==> src/rtl/register_arb_pkg.sv <==
// Shared definitions for the register write arbiter: FSM encoding and its width.
package register_arb_pkg;

    localparam int STATE_W = 2;

    // Encoding 2'd3 is unused; the FSM treats it as illegal and returns to IDLE.
    typedef enum logic [STATE_W-1:0] {
        IDLE = 2'd0,
        LOAD = 2'd1,
        ACK  = 2'd2
    } arb_state_e;

endpackage

==> src/rtl/register_write_arbiter_rr_pick.sv <==
// Rotating-priority search: first set bit of req starting at ptr, wrapping modulo NREQ.
module rr_pick #(
    parameter int NREQ = 4,
    parameter int IDW  = $clog2(NREQ)
) (
    input  logic [NREQ-1:0] req,
    input  logic [IDW-1:0]  ptr,
    output logic            valid,
    output logic [IDW-1:0]  idx
);

    int w_pos;

    // NOTE: every output of a combinational block gets a default before any
    // conditional assignment; otherwise synthesis infers a latch.
    always_comb begin
        valid = 1'b0;
        idx   = '0;
        w_pos = 0;
        // Walk from the farthest offset down so the nearest hit to ptr is written last.
        for (int k = NREQ - 1; k >= 0; k--) begin
            w_pos = int'(ptr) + k;
            if (w_pos >= NREQ) begin
                w_pos = w_pos - NREQ;
            end
            if (req[w_pos[IDW-1:0]]) begin
                valid = 1'b1;
                idx   = w_pos[IDW-1:0];
            end
        end
    end

endmodule

==> src/rtl/register_write_arbiter.sv <==
// Round-robin arbiter sharing one register's load/data_in among NREQ requesters.
// Each transfer takes IDLE -> LOAD -> ACK; every output is decoded from registered state.
module register_write_arbiter #(
    parameter  int WIDTH = 8,
    parameter  int NREQ  = 4,
    localparam int IDW   = $clog2(NREQ)
) (
    input  logic                    clk,
    input  logic                    rst,
    input  logic [NREQ-1:0]         req,
    input  logic [NREQ*WIDTH-1:0]   req_data,
    output logic [NREQ-1:0]         ack,
    output logic                    reg_load,
    output logic [WIDTH-1:0]        reg_data,
    output logic [IDW-1:0]          gnt_id,
    output logic                    busy
);

    import register_arb_pkg::*;

    logic [STATE_W-1:0] r_state;
    logic [IDW-1:0]     r_ptr;
    logic [IDW-1:0]     r_gnt_id;
    logic [WIDTH-1:0]   r_data;

    logic               w_valid;
    logic [IDW-1:0]     w_idx;
    logic [IDW-1:0]     w_ptr_next;

    rr_pick #(
        .NREQ (NREQ),
        .IDW  (IDW)
    ) u_rr_pick (
        .req   (req),
        .ptr   (r_ptr),
        .valid (w_valid),
        .idx   (w_idx)
    );

    assign w_ptr_next = (r_gnt_id == IDW'(NREQ - 1)) ? '0 : r_gnt_id + 1'b1;

    // NOTE: sequential state uses non-blocking assignments so every register
    // samples the pre-edge values, independent of statement order.
    always_ff @(posedge clk) begin
        if (rst) begin
            r_state  <= IDLE;
            r_ptr    <= '0;
            r_gnt_id <= '0;
            r_data   <= '0;
        end else begin
            case (r_state)
                IDLE: begin
                    if (w_valid) begin
                        r_gnt_id <= w_idx;
                        r_data   <= req_data[w_idx*WIDTH +: WIDTH];
                        r_state  <= LOAD;
                    end
                end
                LOAD: begin
                    r_state <= ACK;
                end
                ACK: begin
                    r_ptr   <= w_ptr_next;
                    r_state <= IDLE;
                end
                default: begin
                    r_state <= IDLE;
                end
            endcase
        end
    end

    always_comb begin
        ack = '0;
        if (r_state == ACK) begin
            ack[r_gnt_id] = 1'b1;
        end
    end

    // reg_data holds the last captured word; only reg_load qualifies it.
    assign reg_load = (r_state == LOAD);
    assign busy     = (r_state == LOAD) || (r_state == ACK);
    assign reg_data = r_data;
    assign gnt_id   = r_gnt_id;

endmodule

==> config.mk <==
export PLATFORM = sky130hd
export DESIGN_NAME = register_write_arbiter
export DESIGN_NICKNAME = d
export VERILOG_FILES = /design/src/rtl/register_arb_pkg.sv /design/src/rtl/register_write_arbiter_rr_pick.sv /design/src/rtl/register_write_arbiter.sv
export SDC_FILE = /design/constraint.sdc
export NUM_CORES = 1
export LEC_CHECK = 0
export CAP_MARGIN = 20
export CORE_AREA = 8 8 58 60
export CTS_CLUSTER_DIAMETER = 40
export DETAILED_ROUTE_END_ITERATION = 10
export DIE_AREA = 0 0 66 68
export GPL_TIMING_DRIVEN = 0
export PLACE_DENSITY = 0.8
export SLEW_MARGIN = 20
export SYNTH_ARGS = -nofsm -noshare
export SYNTH_HDL_FRONTEND = slang
export SYNTH_HIERARCHICAL = 1
export SYNTH_SLANG_ARGS = --single-unit
export TNS_END_PERCENT = 20
==> constraint.sdc <==
create_clock -name clk -period 2.8 [get_ports clk]
set_clock_uncertainty 0.15 [all_clocks]
set_input_delay 0.56 -clock clk [delete_from_list [all_inputs] [get_ports clk]]
set_output_delay 0.56 -clock clk [all_outputs]
set_load 0.05 [all_outputs]
==> flow_metrics.env <==
export IMPL_finalMaxSlewViolations=0
export IMPL_post_cts_buffers=0
export IMPL_io_pins=54
export IMPL_rsz0062_at_grt="no"
export IMPL_die_x_um=66
export IMPL_start_kind="flip-flop"
export IMPL_cp_required_ps=2090
export IMPL_cpPeakStageDelay_ps=800
export IMPL_synth_top_area_share_pct=30.2
export IMPL_fmax_ghz=0.387
export IMPL_synth_cell_types=17
export IMPL_gp_congestion=0.781
export IMPL_tritoncts="built"
export IMPL_core_area_um2=2570
export IMPL_path_clk_slew_ps=80
export IMPL_yosysWarnings=6
export IMPL_cp_max_fo=4
export IMPL_fin_crit_sh_pct=92.2
export IMPL_fill_cells=224
export IMPL_worst_path_max_delay_cell="clkdlybuf4s50_1"
export IMPL_crit_chain="inv_1 > ha_1 > and2_1 > clkdlybuf4s50_1"
export IMPL_fin_nets=203
export IMPL_die_h_um=68
export IMPL_clk_latency_ps=270
export IMPL_clock_path_buffers=2
export IMPL_ys_top_cells_by_area="dfxtp_1, mux4_2, ha_1, a21oi_1, mux2i_1"
export IMPL_die_area_um2=4490
export IMPL_drc=0
export IMPL_hold_viol=0
export IMPL_drt_iter0_markers=87
export IMPL_p_per_area_nw_per_um2=423
export IMPL_worst_pin_slew_ps=523
export IMPL_setup_violations=0
export IMPL_grt_pass1_vias=935
export IMPL_fin_crit_ps=2580
export IMPL_grtUsageTotal_pct=12.5
export IMPL_worstPathArrival_ps=1870
export IMPL_setup_tns_ps=0
export IMPL_antenna_found_initial=0
export IMPL_viasPerCell=5.03
export IMPL_firstDrtPassIters=4
export IMPL_port_buffers=53
export IMPL_cts_hold_buf=0
export IMPL_cts_root_buf="clkbuf_4"
export IMPL_postSynthAreaPerCell_um2=9.46
export IMPL_cts_made_buffers=3
export IMPL_grt_ovfl_total=0
export IMPL_place_detailed_hpwl_um=2440
export IMPL_syn_area_um2=927
export IMPL_detail_route_wl_per_cell_um=15.3
export IMPL_area_growth_synth_to_final_pct=63.8
export IMPL_clock_sinks=14
export IMPL_syn_inst=98
export IMPL_vdd_drop_max_mv=0.321
export IMPL_crit_buf_inv=2
export IMPL_ys_ff_latch=14
export IMPL_hold_ws_ps=317
export IMPL_end_kind="output pin"
export IMPL_crit_type="reg -> out"
export IMPL_grt_max_degree=11
export IMPL_layout_drive_gt1_share_pct=10.4
export IMPL_hold_class="reg -> reg"
export IMPL_rrSetupSlack_ps=830
export IMPL_final_antenna_net_count=0
export IMPL_p_leak_uw=0.000586
export IMPL_slew_headroom_pct=65.0
export IMPL_std_cell_rows=19
export IMPL_cap_violations=0
export IMPL_wl_um=2830
export IMPL_n_antenna_cell=0
export IMPL_cts_resized=0
export IMPL_synth_nets=145
export IMPL_grt_first_pass_wirelength_um=4410
export IMPL_critical_path_top_delay_family="buffers and inverters"
export IMPL_ys_seq_area_share_pct=30.2
export IMPL_vias=931
export IMPL_htreeDepth=1
export IMPL_start_util_pct=36.1
export IMPL_status="finished, final reports clean"
export IMPL_synth_top_cell_by_area="dfxtp_1"
-- power breakdown --
group          switching, uW  total, uW  internal (uW)
clock                   62.3        112           49.8
combinational            157        296            139
sequential              16.0        236            220
total                    235        643            408
-- routing by layer --
metal / GRT usage (%) / wire length, um / vias to the layer above
li1: - / - / 457
met1: 13.8 / 1130 / 419
met2: 20.2 / 1360 / 43
met3: 4.26 / 209 / 12
met4: 8.27 / 130 / 0
met5: 0 / 0 / -
-- state kept, by name, summed over array words and instances, names as in the netlist --
| name | cells |
|---|---|
| reg_data | 8 |
| r_ptr | 2 |
| gnt_id | 2 |
| r_state | 2 |
-- final cells by class --
type | instances | area (um2) | area share, %
plain buffers | 5 | 30.0 | 1.98
clock buffers | 3 | 22.5 | 1.48
inverters | 4 | 15.0 | 0.988
multi-input cells | 75 | 602 | 39.6
flip-flops and latches | 14 | 280 | 18.5
well taps | 31 | 38.8 | 2.55
repair buffers | 53 | 531 | 34.9
-- worst reg2reg max path: cells and delay by family, from the launching register on --
kind                   cells  cell delay, ps
and+or+nand+nor            2             240
DFF                        1             430
muxes                      1             530
buffers and inverters      1             190
AOI/OAI and AO/OA          3             300
-- cells by family (layout without fill, tap and decap cells) --
logic type / count (synthesis) / in the layout / share of synthesized area, %
multiplexers: 13 / 13 / 24.8
AND/OR/NAND/NOR: 40 / 40 / 19.8
adder cells (fa/ha/maj): 9 / 9 / 12.1
flip-flops: 14 / 14 / 30.2
buffers and inverters: 9 / 65 / 4.86
AO/OA/AOI/OAI: 13 / 13 / 8.10
-- cell usage in the layout, fill, tap and decap left out, types with 3 or more instances in the layout --
cell type        instances
buf_2                    3
clkdlybuf4s50_1         53
nand2b_1                 3
a21oi_1                 11
nand2_1                 13
dfxtp_1                 14
and2_1                   4
clkbuf_4                 3
inv_1                    4
mux2i_1                  5
nand3_1                 10
nor2_1                   9
ha_1                     9
mux4_2                   8
-- synth_stat cells (all sizes together) --
| master | instances |
|---|---|
| and2 | 4 |
| ha | 9 |
| nor3b | 1 |
| buf | 4 |
| mux4 | 8 |
| clkbuf | 1 |
| a211oi | 2 |
| nand2b | 3 |
| dfxtp | 14 |
| a21oi | 11 |
| nor2 | 9 |
| mux2i | 5 |
| nand2 | 13 |
| inv | 4 |
| nand3 | 10 |
-- final timing paths --
| kind | startpoint | to | cells after the start |
|---|---|---|---|
| worst max-delay path | r_state[0] | ack[0] | 4 |
| worst min-delay path | reg_data[2] | reg_data[2] | 2 |
| worst max register to register | r_ptr[1] | reg_data[2] | 7 |
| worst min register to register | reg_data[2] | reg_data[2] | 2 |
-- stage by stage --
stage / worst slack (ps) / instances / cell area, um2 / utilization, % / power (uW)
2_1_floorplan: 730 / 98 / 927 / - / 418
3_3_place_gp: 225 / 182 / 1500 / 58.3 / 528
3_5_place_dp: 167 / 182 / 1500 / 58.3 / 535
4_1_cts: 207 / 185 / 1520 / 59.2 / 645
5_1_grt: 105 / 185 / 1520 / 59.2 / 680
6_report: 217 / 185 / 1520 / 59.2 / 643
(Power assumes the default switching activity.)
